`src/rtl/pipe_ctrl_if.sv`:
```
// Pipeline-control bundle between the datapath and pipe_ctrl.
//   Datapath -> controller : fetch_valid, id_rs1, id_rs2, id_multicycle,
//                            ex_rd, ex_is_load, ex_branch_taken
//   Controller -> datapath : pc_en, if_id_en, id_ex_en, ex_wb_en,
//                            bubble_ex, flush_id, vld_id, vld_ex, vld_wb,
//                            state (2b), mc_cnt (4b)
// master = datapath side, slave = controller side.
interface pipe_ctrl_if #(
  parameter int REG_W = 5
);
  logic             fetch_valid;
  logic [REG_W-1:0] id_rs1;
  logic [REG_W-1:0] id_rs2;
  logic             id_multicycle;
  logic [REG_W-1:0] ex_rd;
  logic             ex_is_load;
  logic             ex_branch_taken;

  logic             pc_en;
  logic             if_id_en;
  logic             id_ex_en;
  logic             ex_wb_en;
  logic             bubble_ex;
  logic             flush_id;
  logic             vld_id;
  logic             vld_ex;
  logic             vld_wb;
  logic [1:0]       state;
  logic [3:0]       mc_cnt;

  modport master (
    output fetch_valid, id_rs1, id_rs2, id_multicycle, ex_rd, ex_is_load,
           ex_branch_taken,
    input  pc_en, if_id_en, id_ex_en, ex_wb_en, bubble_ex, flush_id,
           vld_id, vld_ex, vld_wb, state, mc_cnt
  );

  modport slave (
    input  fetch_valid, id_rs1, id_rs2, id_multicycle, ex_rd, ex_is_load,
           ex_branch_taken,
    output pc_en, if_id_en, id_ex_en, ex_wb_en, bubble_ex, flush_id,
           vld_id, vld_ex, vld_wb, state, mc_cnt
  );
endinterface

```
`src/rtl/pipe_ctrl.sv`:
```
// Stall/flush controller for a 4-stage IF/ID/EX/WB pipeline.
// Handles load-use bubbles, taken-branch flushes and multicycle EX ops
// that hold the whole pipe for MC_LAT cycles.
// Ports:
//   clock - single clock, rising edge
//   reset - synchronous, active-high
//   bus   - pipe_ctrl_if.slave (hazard inputs in, stage enables and
//           registered stage-valid / state / mc_cnt out)
module pipe_ctrl #(
  parameter int REG_W  = 5,
  parameter int MC_LAT = 4   // legal 2..15
) (
  input logic        clock,
  input logic        reset,
  pipe_ctrl_if.slave bus
);

  localparam logic [1:0] S_RUN     = 2'b00;
  localparam logic [1:0] S_MC_BUSY = 2'b01;
  localparam logic [1:0] S_FLUSH   = 2'b10;

  // The cycle that loads the counter is the first EX cycle, so the hold
  // counts MC_LAT-1 down to 0 and the op leaves EX on the zero cycle.
  localparam logic [3:0] MC_LOAD = 4'(MC_LAT - 1);

  logic [1:0]       state_q, state_d;
  logic [3:0]       mc_cnt_q, mc_cnt_d;
  logic             vld_id_q, vld_id_d;
  logic             vld_ex_q, vld_ex_d;
  logic             vld_wb_q, vld_wb_d;

  logic [REG_W-1:0] ex_rd, id_rs1, id_rs2;
  logic             lu_hz, br;
  logic             pc_en, if_id_en, id_ex_en, ex_wb_en, bubble_ex, flush_id;

  assign ex_rd  = bus.ex_rd;
  assign id_rs1 = bus.id_rs1;
  assign id_rs2 = bus.id_rs2;

  // r0 is hard-wired zero, so a load "to r0" never creates a dependency.
  assign lu_hz = vld_id_q & vld_ex_q & bus.ex_is_load & (ex_rd != '0) &
                 ((ex_rd == id_rs1) | (ex_rd == id_rs2));
  assign br    = vld_ex_q & bus.ex_branch_taken;

  // NOTE: every output and next-state value gets a default at the top of
  // this block; any path that skips an assignment would otherwise infer a latch.
  always_comb begin
    pc_en     = 1'b1;
    if_id_en  = 1'b1;
    id_ex_en  = 1'b1;
    ex_wb_en  = 1'b1;
    bubble_ex = 1'b0;
    flush_id  = 1'b0;
    state_d   = S_RUN;
    mc_cnt_d  = '0;
    vld_id_d  = bus.fetch_valid;
    vld_ex_d  = vld_id_q;
    vld_wb_d  = vld_ex_q;

    if (reset) begin
      pc_en     = 1'b0;
      if_id_en  = 1'b0;
      id_ex_en  = 1'b0;
      ex_wb_en  = 1'b0;
      bubble_ex = 1'b1;
      flush_id  = 1'b1;
    end else begin
      case (state_q)
        // MC_BUSY with an expired counter is indistinguishable from RUN,
        // which allows back-to-back multicycle ops without a gap cycle.
        S_RUN, S_MC_BUSY: begin
          if (state_q == S_MC_BUSY && mc_cnt_q != '0) begin
            pc_en    = 1'b0;
            if_id_en = 1'b0;
            id_ex_en = 1'b0;
            ex_wb_en = 1'b0;
            state_d  = S_MC_BUSY;
            mc_cnt_d = mc_cnt_q - 4'd1;
            vld_id_d = vld_id_q;
            vld_ex_d = vld_ex_q;
            vld_wb_d = 1'b0;      // op still in EX; WB must not see it twice
          end else if (br) begin
            flush_id  = 1'b1;
            bubble_ex = 1'b1;
            vld_id_d  = 1'b0;
            vld_ex_d  = 1'b0;
            state_d   = S_FLUSH;
          end else if (lu_hz) begin
            pc_en     = 1'b0;
            if_id_en  = 1'b0;
            bubble_ex = 1'b1;
            vld_id_d  = vld_id_q;
            vld_ex_d  = 1'b0;
          end else if (vld_id_q & bus.id_multicycle) begin
            state_d  = S_MC_BUSY;
            mc_cnt_d = MC_LOAD;
          end
        end
        // The instruction behind a taken branch is already squashed, so
        // this cycle only advances; EX holds a bubble and cannot branch.
        S_FLUSH: begin
        end
        default: begin
          pc_en     = 1'b0;
          if_id_en  = 1'b0;
          id_ex_en  = 1'b0;
          ex_wb_en  = 1'b0;
          bubble_ex = 1'b1;
          flush_id  = 1'b1;
          vld_id_d  = 1'b0;
          vld_ex_d  = 1'b0;
          vld_wb_d  = 1'b0;
        end
      endcase
    end
  end

  // NOTE: state registers use non-blocking assignments so every flop samples
  // the pre-edge value of its neighbours, independent of statement order.
  always_ff @(posedge clock) begin
    if (reset) begin
      state_q  <= S_RUN;
      mc_cnt_q <= '0;
      vld_id_q <= 1'b0;
      vld_ex_q <= 1'b0;
      vld_wb_q <= 1'b0;
    end else begin
      state_q  <= state_d;
      mc_cnt_q <= mc_cnt_d;
      vld_id_q <= vld_id_d;
      vld_ex_q <= vld_ex_d;
      vld_wb_q <= vld_wb_d;
    end
  end

  assign bus.pc_en     = pc_en;
  assign bus.if_id_en  = if_id_en;
  assign bus.id_ex_en  = id_ex_en;
  assign bus.ex_wb_en  = ex_wb_en;
  assign bus.bubble_ex = bubble_ex;
  assign bus.flush_id  = flush_id;
  assign bus.vld_id    = vld_id_q;
  assign bus.vld_ex    = vld_ex_q;
  assign bus.vld_wb    = vld_wb_q;
  assign bus.state     = state_q;
  assign bus.mc_cnt    = mc_cnt_q;

endmodule

```
`src/flat_wrapper.sv`:
```
// flat-port wrapper written by rule: the top's interface ports become plain ports
module pipe_ctrl_flat 
#(
  parameter int REG_W  = 5,
  parameter int MC_LAT = 4                 
)
  (clock, reset, bus_fetch_valid, bus_id_rs1, bus_id_rs2, bus_id_multicycle, bus_ex_rd, bus_ex_is_load, bus_ex_branch_taken, bus_pc_en, bus_if_id_en, bus_id_ex_en, bus_ex_wb_en, bus_bubble_ex, bus_flush_id, bus_vld_id, bus_vld_ex, bus_vld_wb, bus_state, bus_mc_cnt);
  pipe_ctrl_if #(.REG_W(REG_W)) bus_i ();
  input logic clock;
  input logic reset;
  input wire logic [$bits(bus_i.fetch_valid)-1:0] bus_fetch_valid;
  input wire logic [$bits(bus_i.id_rs1)-1:0] bus_id_rs1;
  input wire logic [$bits(bus_i.id_rs2)-1:0] bus_id_rs2;
  input wire logic [$bits(bus_i.id_multicycle)-1:0] bus_id_multicycle;
  input wire logic [$bits(bus_i.ex_rd)-1:0] bus_ex_rd;
  input wire logic [$bits(bus_i.ex_is_load)-1:0] bus_ex_is_load;
  input wire logic [$bits(bus_i.ex_branch_taken)-1:0] bus_ex_branch_taken;
  output wire logic [$bits(bus_i.pc_en)-1:0] bus_pc_en;
  output wire logic [$bits(bus_i.if_id_en)-1:0] bus_if_id_en;
  output wire logic [$bits(bus_i.id_ex_en)-1:0] bus_id_ex_en;
  output wire logic [$bits(bus_i.ex_wb_en)-1:0] bus_ex_wb_en;
  output wire logic [$bits(bus_i.bubble_ex)-1:0] bus_bubble_ex;
  output wire logic [$bits(bus_i.flush_id)-1:0] bus_flush_id;
  output wire logic [$bits(bus_i.vld_id)-1:0] bus_vld_id;
  output wire logic [$bits(bus_i.vld_ex)-1:0] bus_vld_ex;
  output wire logic [$bits(bus_i.vld_wb)-1:0] bus_vld_wb;
  output wire logic [$bits(bus_i.state)-1:0] bus_state;
  output wire logic [$bits(bus_i.mc_cnt)-1:0] bus_mc_cnt;
  assign bus_i.fetch_valid = bus_fetch_valid;
  assign bus_i.id_rs1 = bus_id_rs1;
  assign bus_i.id_rs2 = bus_id_rs2;
  assign bus_i.id_multicycle = bus_id_multicycle;
  assign bus_i.ex_rd = bus_ex_rd;
  assign bus_i.ex_is_load = bus_ex_is_load;
  assign bus_i.ex_branch_taken = bus_ex_branch_taken;
  assign bus_pc_en = bus_i.pc_en;
  assign bus_if_id_en = bus_i.if_id_en;
  assign bus_id_ex_en = bus_i.id_ex_en;
  assign bus_ex_wb_en = bus_i.ex_wb_en;
  assign bus_bubble_ex = bus_i.bubble_ex;
  assign bus_flush_id = bus_i.flush_id;
  assign bus_vld_id = bus_i.vld_id;
  assign bus_vld_ex = bus_i.vld_ex;
  assign bus_vld_wb = bus_i.vld_wb;
  assign bus_state = bus_i.state;
  assign bus_mc_cnt = bus_i.mc_cnt;
  pipe_ctrl #(.REG_W(REG_W), .MC_LAT(MC_LAT)) u_core (.clock(clock), .reset(reset), .bus(bus_i));
endmodule
```
`config.mk`:
```
export PLATFORM = sky130hd
export DESIGN_NAME = pipe_ctrl_flat
export DESIGN_NICKNAME = d
export VERILOG_FILES = /design/src/rtl/pipe_ctrl_if.sv /design/src/rtl/pipe_ctrl.sv /design/src/flat_wrapper.sv
export SDC_FILE = /design/constraint.sdc
export NUM_CORES = 1
export LEC_CHECK = 0
export BUFFER_PORTS_ARGS = -buffer_cell sky130_fd_sc_hd__buf_2
export CAP_MARGIN = 20
export CORE_MARGIN = 2
export CORE_UTILIZATION = 45
export DETAILED_ROUTE_END_ITERATION = 10
export PLACE_DENSITY = 0.82
export REMOVE_ABC_BUFFERS = 1
export SYNTH_ARGS = -nofsm -noshare
export SYNTH_HDL_FRONTEND = slang
export SYNTH_SLANG_ARGS = --single-unit
export TNS_END_PERCENT = 10
```
`constraint.sdc`:
```
create_clock -name clock -period 3.65 [get_ports clock]
set_input_delay 0.1825 -clock clock [delete_from_list [all_inputs] [get_ports clock]]
set_output_delay 0.1825 -clock clock [all_outputs]
set_load 0.02 [all_outputs]
```
==> Yosys cells after proc, flatten, opt, wreduce, memory -nomap -nowiden <==
Cells that the tools add are included.
{ "word_totals": {"romBits": 0, "regBits": 9, "n_memories": 0, "output_inout_bits": 15, "in_bits": 21, "latchBits": 0, "word_cells": 64, "ramBits": 0} }
{ "op_classes": {"n_addsub": 1, "n_lt_le_gt_ge": 0, "bitwise_logic": 8, "reduce_logical": 8, "mul": 0, "n_eq_ne": 6, "div": 0, "shifts": 0, "n_mux": 35} }
{ "op_table": {"columns": ["operator", "n"], "rows": [
  ["$mux W1", 22],
  ["$pmux W1 S2", 7],
  ["$mux W4", 3],
  ["$eq A5 B5 Y1", 2],
  ["$and A1 B1 Y1", 6],
  ["$mux W2", 3],
  ["$reduce_bool A5 Y1", 1],
  ["$reduce_bool A4 Y1", 1],
  ["$reduce_or A2 Y1", 2],
  ["$sub A4 B1 Y4 const B", 1],
  ["$ne A3 B3 Y1 const B", 1],
  ["$reduce_or A3 Y1", 1],
  ["$eq A2 B1 Y1 const B", 1],
  ["$eq A2 B2 Y1 const B", 1],
  ["$logic_not A2 Y1", 1],
  ["$ne A2 B2 Y1 const B", 1],
  ["$reduce_and A2 Y1", 1],
  ["$logic_and A1 B1 Y1", 1],
  ["$not A1 Y1", 1],
  ["$or A1 B1 Y1", 1]
]} }

==> Logic depth before layout (Yosys ltp) <==
Gate-level depths: netlist of the first run.
{ "logic_depth": {"depth_word": 9, "mapped_depth": 8, "depth_no_buf": 7} }

==> Worst setup path before layout of the first run <==
OpenSTA, ideal clock, no wires.
{ "synth_path": {"kind": "register -> output", "startpoint": "reg u_core.mc_cnt_q[0] (netlist: u_core.bus.mc_cnt[0])", "endpoint": "out bus_pc_en", "path_stages_with_launch": 9, "path_slack_ns": 1.809, "t_required_ns": 3.467, "arrival_ns": 1.658, "n_path_buf": 1, "cell_sequence": "dfxtp_1 inv_1 ha_1 nand2b_1 o21ai_0 and2_2 o41ai_2 inv_1 buf_4"} }
{ "synth_via": {"elab_chain_len": 5} }
{ "synth_rtl": {"columns": ["item", "line_no", "rtl"], "rows": [
  ["from (decl)", "pipe_ctrl.sv:27", "logic [3:0] mc_cnt_q, mc_cnt_d;"],
  ["from (signal assigned)", "pipe_ctrl.sv:129", "mc_cnt_q <= mc_cnt_d;"],
  ["$reduce_bool A4 Y1", "pipe_ctrl.sv:72", "if (state_q == S_MC_BUSY && mc_cnt_q != '0) begin"],
  ["$logic_and A1 B1 Y1", "pipe_ctrl.sv:72", null],
  ["$mux W1", null, null],
  ["$pmux W1 S2", null, null],
  ["$mux W1", null, null],
  ["to (decl)", "flat_wrapper.sv:18", "output wire logic [$bits(bus_i.pc_en)-1:0] bus_pc_en;"]
]} }
No other way between the ends.

==> Worst setup path in the final report of the first run <==
{ "layout_path": {"startpoint": "reg u_core.mc_cnt_q[0] (netlist: u_core.bus.mc_cnt[0])", "endpoint": "out bus_if_id_en"} }
{ "layout_via": {"elab_chain_len": 5} }
{ "layout_rtl": {"columns": ["item", "line_no", "rtl"], "rows": [
  ["$reduce_bool A4 Y1", "pipe_ctrl.sv:72", null],
  ["$logic_and A1 B1 Y1", "pipe_ctrl.sv:72", null],
  ["$mux W1", "pipe_ctrl.sv:72", null],
  ["$pmux W1 S2", "pipe_ctrl.sv:68", "case (state_q)"],
  ["$mux W1", "pipe_ctrl.sv:60", "if (reset) begin"],
  ["to (decl)", "flat_wrapper.sv:19", "output wire logic [$bits(bus_i.if_id_en)-1:0] bus_if_id_en;"]
]} }
No other way between the ends.

==> results of run 1 <==
synthesized netlist by cell type:
library cell,n,share of area
nor2_1,5,0.030
nor3_2,1,0.016
or4_4,1,0.018
xnor2_1,1,0.014
o21ai_2,1,0.014
buf_4,2,0.024
dfxtp_1,9,0.29
inv_1,3,0.018
and3_1,2,0.020
nor3_1,2,0.016
o21a_1,2,0.024
nor3b_1,1,0.012
nor4_1,1,0.010
o21ai_0,2,0.016
ha_1,1,0.020
or2b_1,1,0.012
o221ai_2,1,0.024
a22oi_2,1,0.020
a21oi_1,2,0.016
o22ai_1,1,0.010
and2_2,1,0.012
o31ai_1,1,0.012
nand2b_1,2,0.020
o22a_1,1,0.014
a22oi_1,2,0.024
nand3_1,1,0.0080
o41ai_2,1,0.026
a31oi_1,1,0.010
nand2_1,5,0.030
xor2_1,10,0.14
or2_2,1,0.010
o2111ai_4,1,0.042
or3_1,1,0.010
buf_6,1,0.018
flip-flops by register name, summed over array words and instances, names as in the netlist:
| register | cells |
|---|---|
| u_core.bus.vld_wb | 1 |
| u_core.bus.state | 2 |
| u_core.bus.mc_cnt | 4 |
| u_core.bus.vld_ex | 1 |
| u_core.bus.vld_id | 1 |
report_power, final:
group          internal (W)  switching, W
combinational     0.0000253     0.0000325
sequential         0.000101    0.00000378
clock             0.0000420     0.0000326
cell families (layout without fill, tap and decap cells):
| family | after synthesis | in the layout | synth area share |
|---|---|---|---|
| AOI/OAI and AO/OA | 17 | 17 | 0.253 |
| xor gates and xnor gates | 11 | 11 | 0.154 |
| adders and majority gates | 1 | 1 | 0.0200 |
| buffers and inverters | 6 | 42 | 0.0601 |
| DFF | 9 | 9 | 0.289 |
| and+or+nand+nor | 25 | 25 | 0.224 |
per-stage QoR:
stage / setup WS [ps] / instances
6_report: 1680 / 120
5_1_grt: 1520 / 120
4_1_cts: 1670 / 120
3_5_place_dp: 1910 / 116
3_3_place_gp: 1960 / 116
2_1_floorplan: 1800 / 66
layer usage:
layer / GRT usage / up-vias
met5: 0 / -
met3: 0.0815 / 0
met1: 0.211 / 282
li1: - / 317
met2: 0.355 / 23
met4: 0 / 0
worst register-to-register path: cells and delay by family, from the launching register on:
kind / cells / cell delay (ps)
compound gates: 3 / 590
fa+ha+maj: 1 / 150
buf+inv: 1 / 60
flops: 1 / 330
simple gates: 2 / 350
worst paths after layout:
| path | startpoint | slack, ps | end | cells past startpoint |
|---|---|---|---|---|
| worst min-delay path | reset | 180 | u_core.bus.state[1] | 2 |
| worst max-delay path | u_core.bus.mc_cnt[0] | 1680 | bus_if_id_en | 8 |
| worst max register to register | u_core.bus.mc_cnt[0] | 2100 | u_core.bus.vld_id | 7 |
| worst min register to register | u_core.bus.mc_cnt[2] | 490 | u_core.bus.mc_cnt[2] | 2 |
final cells by class:
type                    instances  share of cell area
clock buffers                   4              0.0321
inverters                       3              0.0138
multi-input cells              54               0.497
flip-flops and latches          9               0.220
well taps                      15              0.0229
repair buffers                 35               0.214
==> results_dict.tcl, run 1 <==
set metrics [dict create \
    status "complete, no violations" \
    drtIter0Drc 10 \
    routedWlPerCell_um 11.9 \
    final_area_um2 818 \
    hpwl_mm 1.16 \
    crit_path_cell_trace "inv_1, ha_1, nand2b_1, o21ai_0, and2_2, o41ai_2, inv_1, buf_2" \
    cpPeakStageDelay_ps 330 \
    syn-instance-count 69 \
    coreArea_um2 1300 \
    dpl_cell_area_um2 792 \
    clock_path_buffers 2 \
    start_kind "flip-flop" \
    die_y_um 41.3 \
    ios 36 \
    grt_start_max_net_pins 13 \
    path_buf_inv 3 \
    finalCritPeriodShare 0.540 \
    drv_slew 0 \
    clk_pin_slew_ps 60 \
    cts.root.buffer_cell "clkbuf_4" \
    clock_sink_count 9 \
    drtPass1Iterations 4 \
    ir_drop_mv 0.239 \
    antenna_cells 0 \
    drc 0 \
    power_w 0.000237 \
    m1WireLength_um 597 \
    cts_buffers 3 \
    grt_pass1_vias 538 \
    critPathArrivalTime_ps 1790 \
    rsz0062_at_grt "false" \
    grt_usage 0.191 \
    drv_cap 0 \
    highest_layer "met3" \
    crit_family "compound AO/OA/AOI/OAI gates" \
    clock_latency_ps 250 \
    post_cts_resized 0 \
    gp_congestion 0.779 \
    drt-total-wl_mm 1.42 \
    slew_headroom 0.739 \
    period_needed_ps 1970 \
    die_w_um 41.3 \
    max_clock_freq_mhz 507 \
    postCtsSetupBuffers 0 \
    viasPerCell 5.18 \
    final_cell_mix "buf_2, xor2_1, dfxtp_1" \
    cp-end-kind "output port" \
    powerDensity_nw_per_um2 290 \
    synth_seq_cells 9 \
    final_core_util 0.629 \
    die_area_um2 1700 \
    multi_input_area_um2 407 \
    cts_tree "yes" \
    grt_pass1_wl_mm 2.12 \
    met2_length_um 723 \
    fillers 127 \
    portBuffers 35 \
    holdWs_ps 175 \
    drive_above_1_share 0.448 \
    hold_path_class "in2reg" \
    dr_total_vias 622 \
    syn-mean-instance-area_um2 9.05 \
    critical_path_class "reg2out" \
    hold_viol 0 \
    ys_seq_area_frac 0.289 \
    area_growth_pct 31.1 \
    crit_path_top_delay_cell "dfxtp_1" \
    start_util 0.480 \
    antenna_found_initial 0 \
    regArea_um2 180 \
    required_ps 3470 \
    grt_overflow 0 \
    tightest_slew_ps 391 \
    setup_tns_ps 0 \
    htreeDepth 1 \
    final_common_cell "buf_2" \
    cts_hold_buf 0 \
    syn_area_um2 624 \
    ant_nets 0 \
    ys_warn_count 0 \
    path_max_fanout 4 \
    wl_met3_um 102 \
    fin_nets 128 \
    crit_top_cell "inv_1" \
    rows 13 \
    leakagePower_nw 0.393 \
    synth_cell_types 34 \
    fin_skew_ps 1.76 \
    setup_violations 0 \
]
Note: power is estimated with default switching activity, not from simulation.
==> run 2, diff against run 1 <==
--- a/config.mk
+++ b/config.mk
@@ -5,12 +5,13 @@
 export SDC_FILE = /design/constraint.sdc
 export NUM_CORES = 1
 export LEC_CHECK = 0
+export ABC_AREA = 1
 export BUFFER_PORTS_ARGS = -buffer_cell sky130_fd_sc_hd__buf_2
 export CAP_MARGIN = 20
 export CORE_MARGIN = 2
-export CORE_UTILIZATION = 45
+export CORE_UTILIZATION = 38
 export DETAILED_ROUTE_END_ITERATION = 10
-export PLACE_DENSITY = 0.82
+export PLACE_DENSITY = 0.73
 export REMOVE_ABC_BUFFERS = 1
 export SYNTH_ARGS = -nofsm -noshare
 export SYNTH_HDL_FRONTEND = slang
==> constraint.sdc (replaced) <==
create_clock -name clock -period 1.69 [get_ports clock]
set_input_delay 0.0845 -clock clock [delete_from_list [all_inputs] [get_ports clock]]
set_output_delay 0.0845 -clock clock [all_outputs]
set_load 0.02 [all_outputs]
==> results_dict.tcl, run 2 <==
set metrics [dict create \
    status "complete, no violations" \
    r2r_setup_slack_ps 310 \
    crit_top_cell "inv_2" \
    muxShareOfSynthArea 0 \
    slew_headroom 0.784 \
    powerDensity_nw_per_um2 563 \
    ys_seq_area_frac 0.273 \
    ys_warn_count 0 \
    start_util 0.395 \
    met3_usage 0.0635 \
    fin_nets 175 \
    min_to "u_core.bus.state[1]" \
    rr_worst_depth 9 \
    max_clock_freq_mhz 619 \
    final_cells 169 \
    synth_top_family_by_area "simple AND/OR/NAND/NOR gates" \
    fillers 175 \
    grt_usage 0.178 \
    cts_buffers 3 \
    busiest_layer "met2" \
    gp_congestion 0.896 \
    crit_path_top_delay_cell "dfxtp_1" \
    synth_top_area_frac 0.273 \
    hold_viol 0 \
    final_cell_mix "nand2_1, buf_2, inv_1" \
    hold_path_class "in2reg" \
    setup_violations 0 \
    hold_depth 2 \
    drtIter0Drc 17 \
    synth_edf_count 0 \
    clock_sink_count 9 \
    clk_pin_slew_ps 60 \
    cts_hold_buf 0 \
    htreeDepth 1 \
    syn-mean-instance-area_um2 5.94 \
    clock_path_buffers 2 \
    cp-end-kind "output port" \
    required_ps 1610 \
    crit_path_cell_trace "inv_2, ha_4, nand2_2, o21ai_2, nor2_2, inv_2, and3_4, buf_6" \
    synth-async-reset-ratio 0 \
    critical_path_class "reg2out" \
    r2r-end "u_core.bus.vld_id" \
    critPathArrivalTime_ps 1530 \
    yosys.area_share.simple 0.440 \
    path_max_fanout 5 \
    dpl_cell_area_um2 841 \
    synth_adder_area_share 0.0190 \
    dp.cells 161 \
    viasPerCell 4.70 \
    gr-usage-met2 0.290 \
    tightest_slew_ps 325 \
    leakagePower_nw 0.561 \
    routedWlPerCell_um 9.91 \
    ios 36 \
    synthTopCellsByArea "dfxtp_1, nand2_1, inv_1" \
    cpPeakStageDelay_ps 310 \
    hpwl_mm 1.28 \
    syn-instance-count 111 \
    rsz0062_at_grt "true" \
    synth_ff_type "dfxtp_1" \
    antenna_cells 0 \
    drv_cap 0 \
    final_area_um2 940 \
    fin_skew_ps 4.03 \
    largest_reg_flops 4 \
    antenna_found_initial 0 \
    ant_nets 0 \
    start_kind "flip-flop" \
    drtPass1Iterations 4 \
    coreArea_um2 1670 \
    area_growth_pct 42.5 \
    cp-startpoint "u_core.bus.mc_cnt[0]" \
    cts.root.buffer_cell "clkbuf_4" \
    syn_area_um2 659 \
    crit_family "simple AND/OR/NAND/NOR gates" \
    synth.top_cells.by_count "nand2_1, inv_1, nor2_1, dfxtp_1, nand3_1" \
    synth_cell_types 21 \
    pre_cts_slack_ps 186 \
    holdWs_ps 9.50 \
    synth_xor_area_frac 0.0398 \
    clock_latency_ps 260 \
    rr_startpoint "u_core.bus.mc_cnt[1]" \
    cts_tree "yes" \
    dr_total_vias 795 \
    drc 0 \
    drive_above_1_share 0.388 \
    worstHoldStart "reset" \
    drt-total-wl_mm 1.67 \
    die_area_um2 2080 \
    setup_ws_ps 73.4 \
    ir_drop_mv 0.474 \
    synth_area_leader_cell "dfxtp_1" \
    drv_slew 0 \
    synth_compound_area_frac 0.0797 \
    grt_pass1_vias 693 \
    die_y_um 45.7 \
    portBuffers 35 \
    die_w_um 45.7 \
    path_buf_inv 3 \
    synth_seq_cells 9 \
    rows 15 \
    period_needed_ps 1620 \
    post-synth-top-count-cell "nand2_1" \
    grt_start_max_net_pins 8 \
    use_met1 0.219 \
    grt_pass1_wl_mm 2.70 \
    grt_overflow 0 \
    finalCritPeriodShare 0.957 \
]
==> run 2: changes by cell type after synthesis, sizes merged, moves of 2 or more <==
cell	delta
nand2	+30
inv	+19
nor2	+12
xor2	-9
nand3	+7
a22oi	-3
nor3	-3
a21oi	+2
nand2b	-2
nand4	+2
o21a	-2
==> run 2: where the power goes <==
| part | switching [W] | internal [W] |
|---|---|---|
| combinational | 0.0000774 | 0.0000621 |
| sequential | 0.00000682 | 0.000218 |
| clock | 0.0000731 | 0.0000909 |
| total | 0.000157 | 0.000371 |
==> run 2: worst register-to-register path: stages (launching register included) <==
cell	delay (ps)
dfxtp_1	350
inv_2	60
ha_4	150
nand2_2	70
o21ai_2	80
nor2_2	130
inv_2	80
buf_4	140
a21oi_1	140
nor2_1	60
==> run 2: stage by stage <==
stage	total power (W)	util	TNS [ps]
after CTS	0.000520	0.527	0
after detailed placement	0.000357	0.503	0
after global routing	0.000563	0.563	-67.0
after global placement	0.000354	0.503	0
final	0.000529	0.563	0
after floorplan	0.000302	-	0
==> run 2: area by class of cell <==
type	instances	area [um2]	area share
inverter	22	82.6	0.0879
sequential	9	180	0.192
timing repair buffer	39	223	0.237
tap	17	21.3	0.0226
multi-input combinational	78	407	0.433
clock buffer	4	26.3	0.0280
==> run 2: timing repair <==
action                                  4_1_cts  5_1_grt
cloned                                        0        0
pin swaps                                     1        2
endpoints found under the setup margin        3        4
gates resized for setup                       3       12
setup buffers                                 1        3
==> run 2: worst max path at each step <==
stage,to,cells past startpoint
global route,bus_if_id_en,8
detailed placement,bus_if_id_en,8
floorplan,bus_if_id_en,7
CTS,bus_if_id_en,8
finish,bus_if_id_en,8
global placement,bus_pc_en,8
==> run 2: cells by family (layout without fill, tap and decap cells) <==
logic type | count (synthesis) | count (layout)
xor gates and xnor gates | 3 | 3
AOI/OAI and AO/OA | 9 | 9
and+or+nand+nor | 65 | 65
adders and majority gates | 1 | 1
buffers and inverters | 24 | 65
DFF | 9 | 9
==> run 2: metal layers <==
metal	wire [um]	vias up
li1	-	420
met1	741	351
met2	835	20
met3	82	4
met4	15	0
met5	0	-
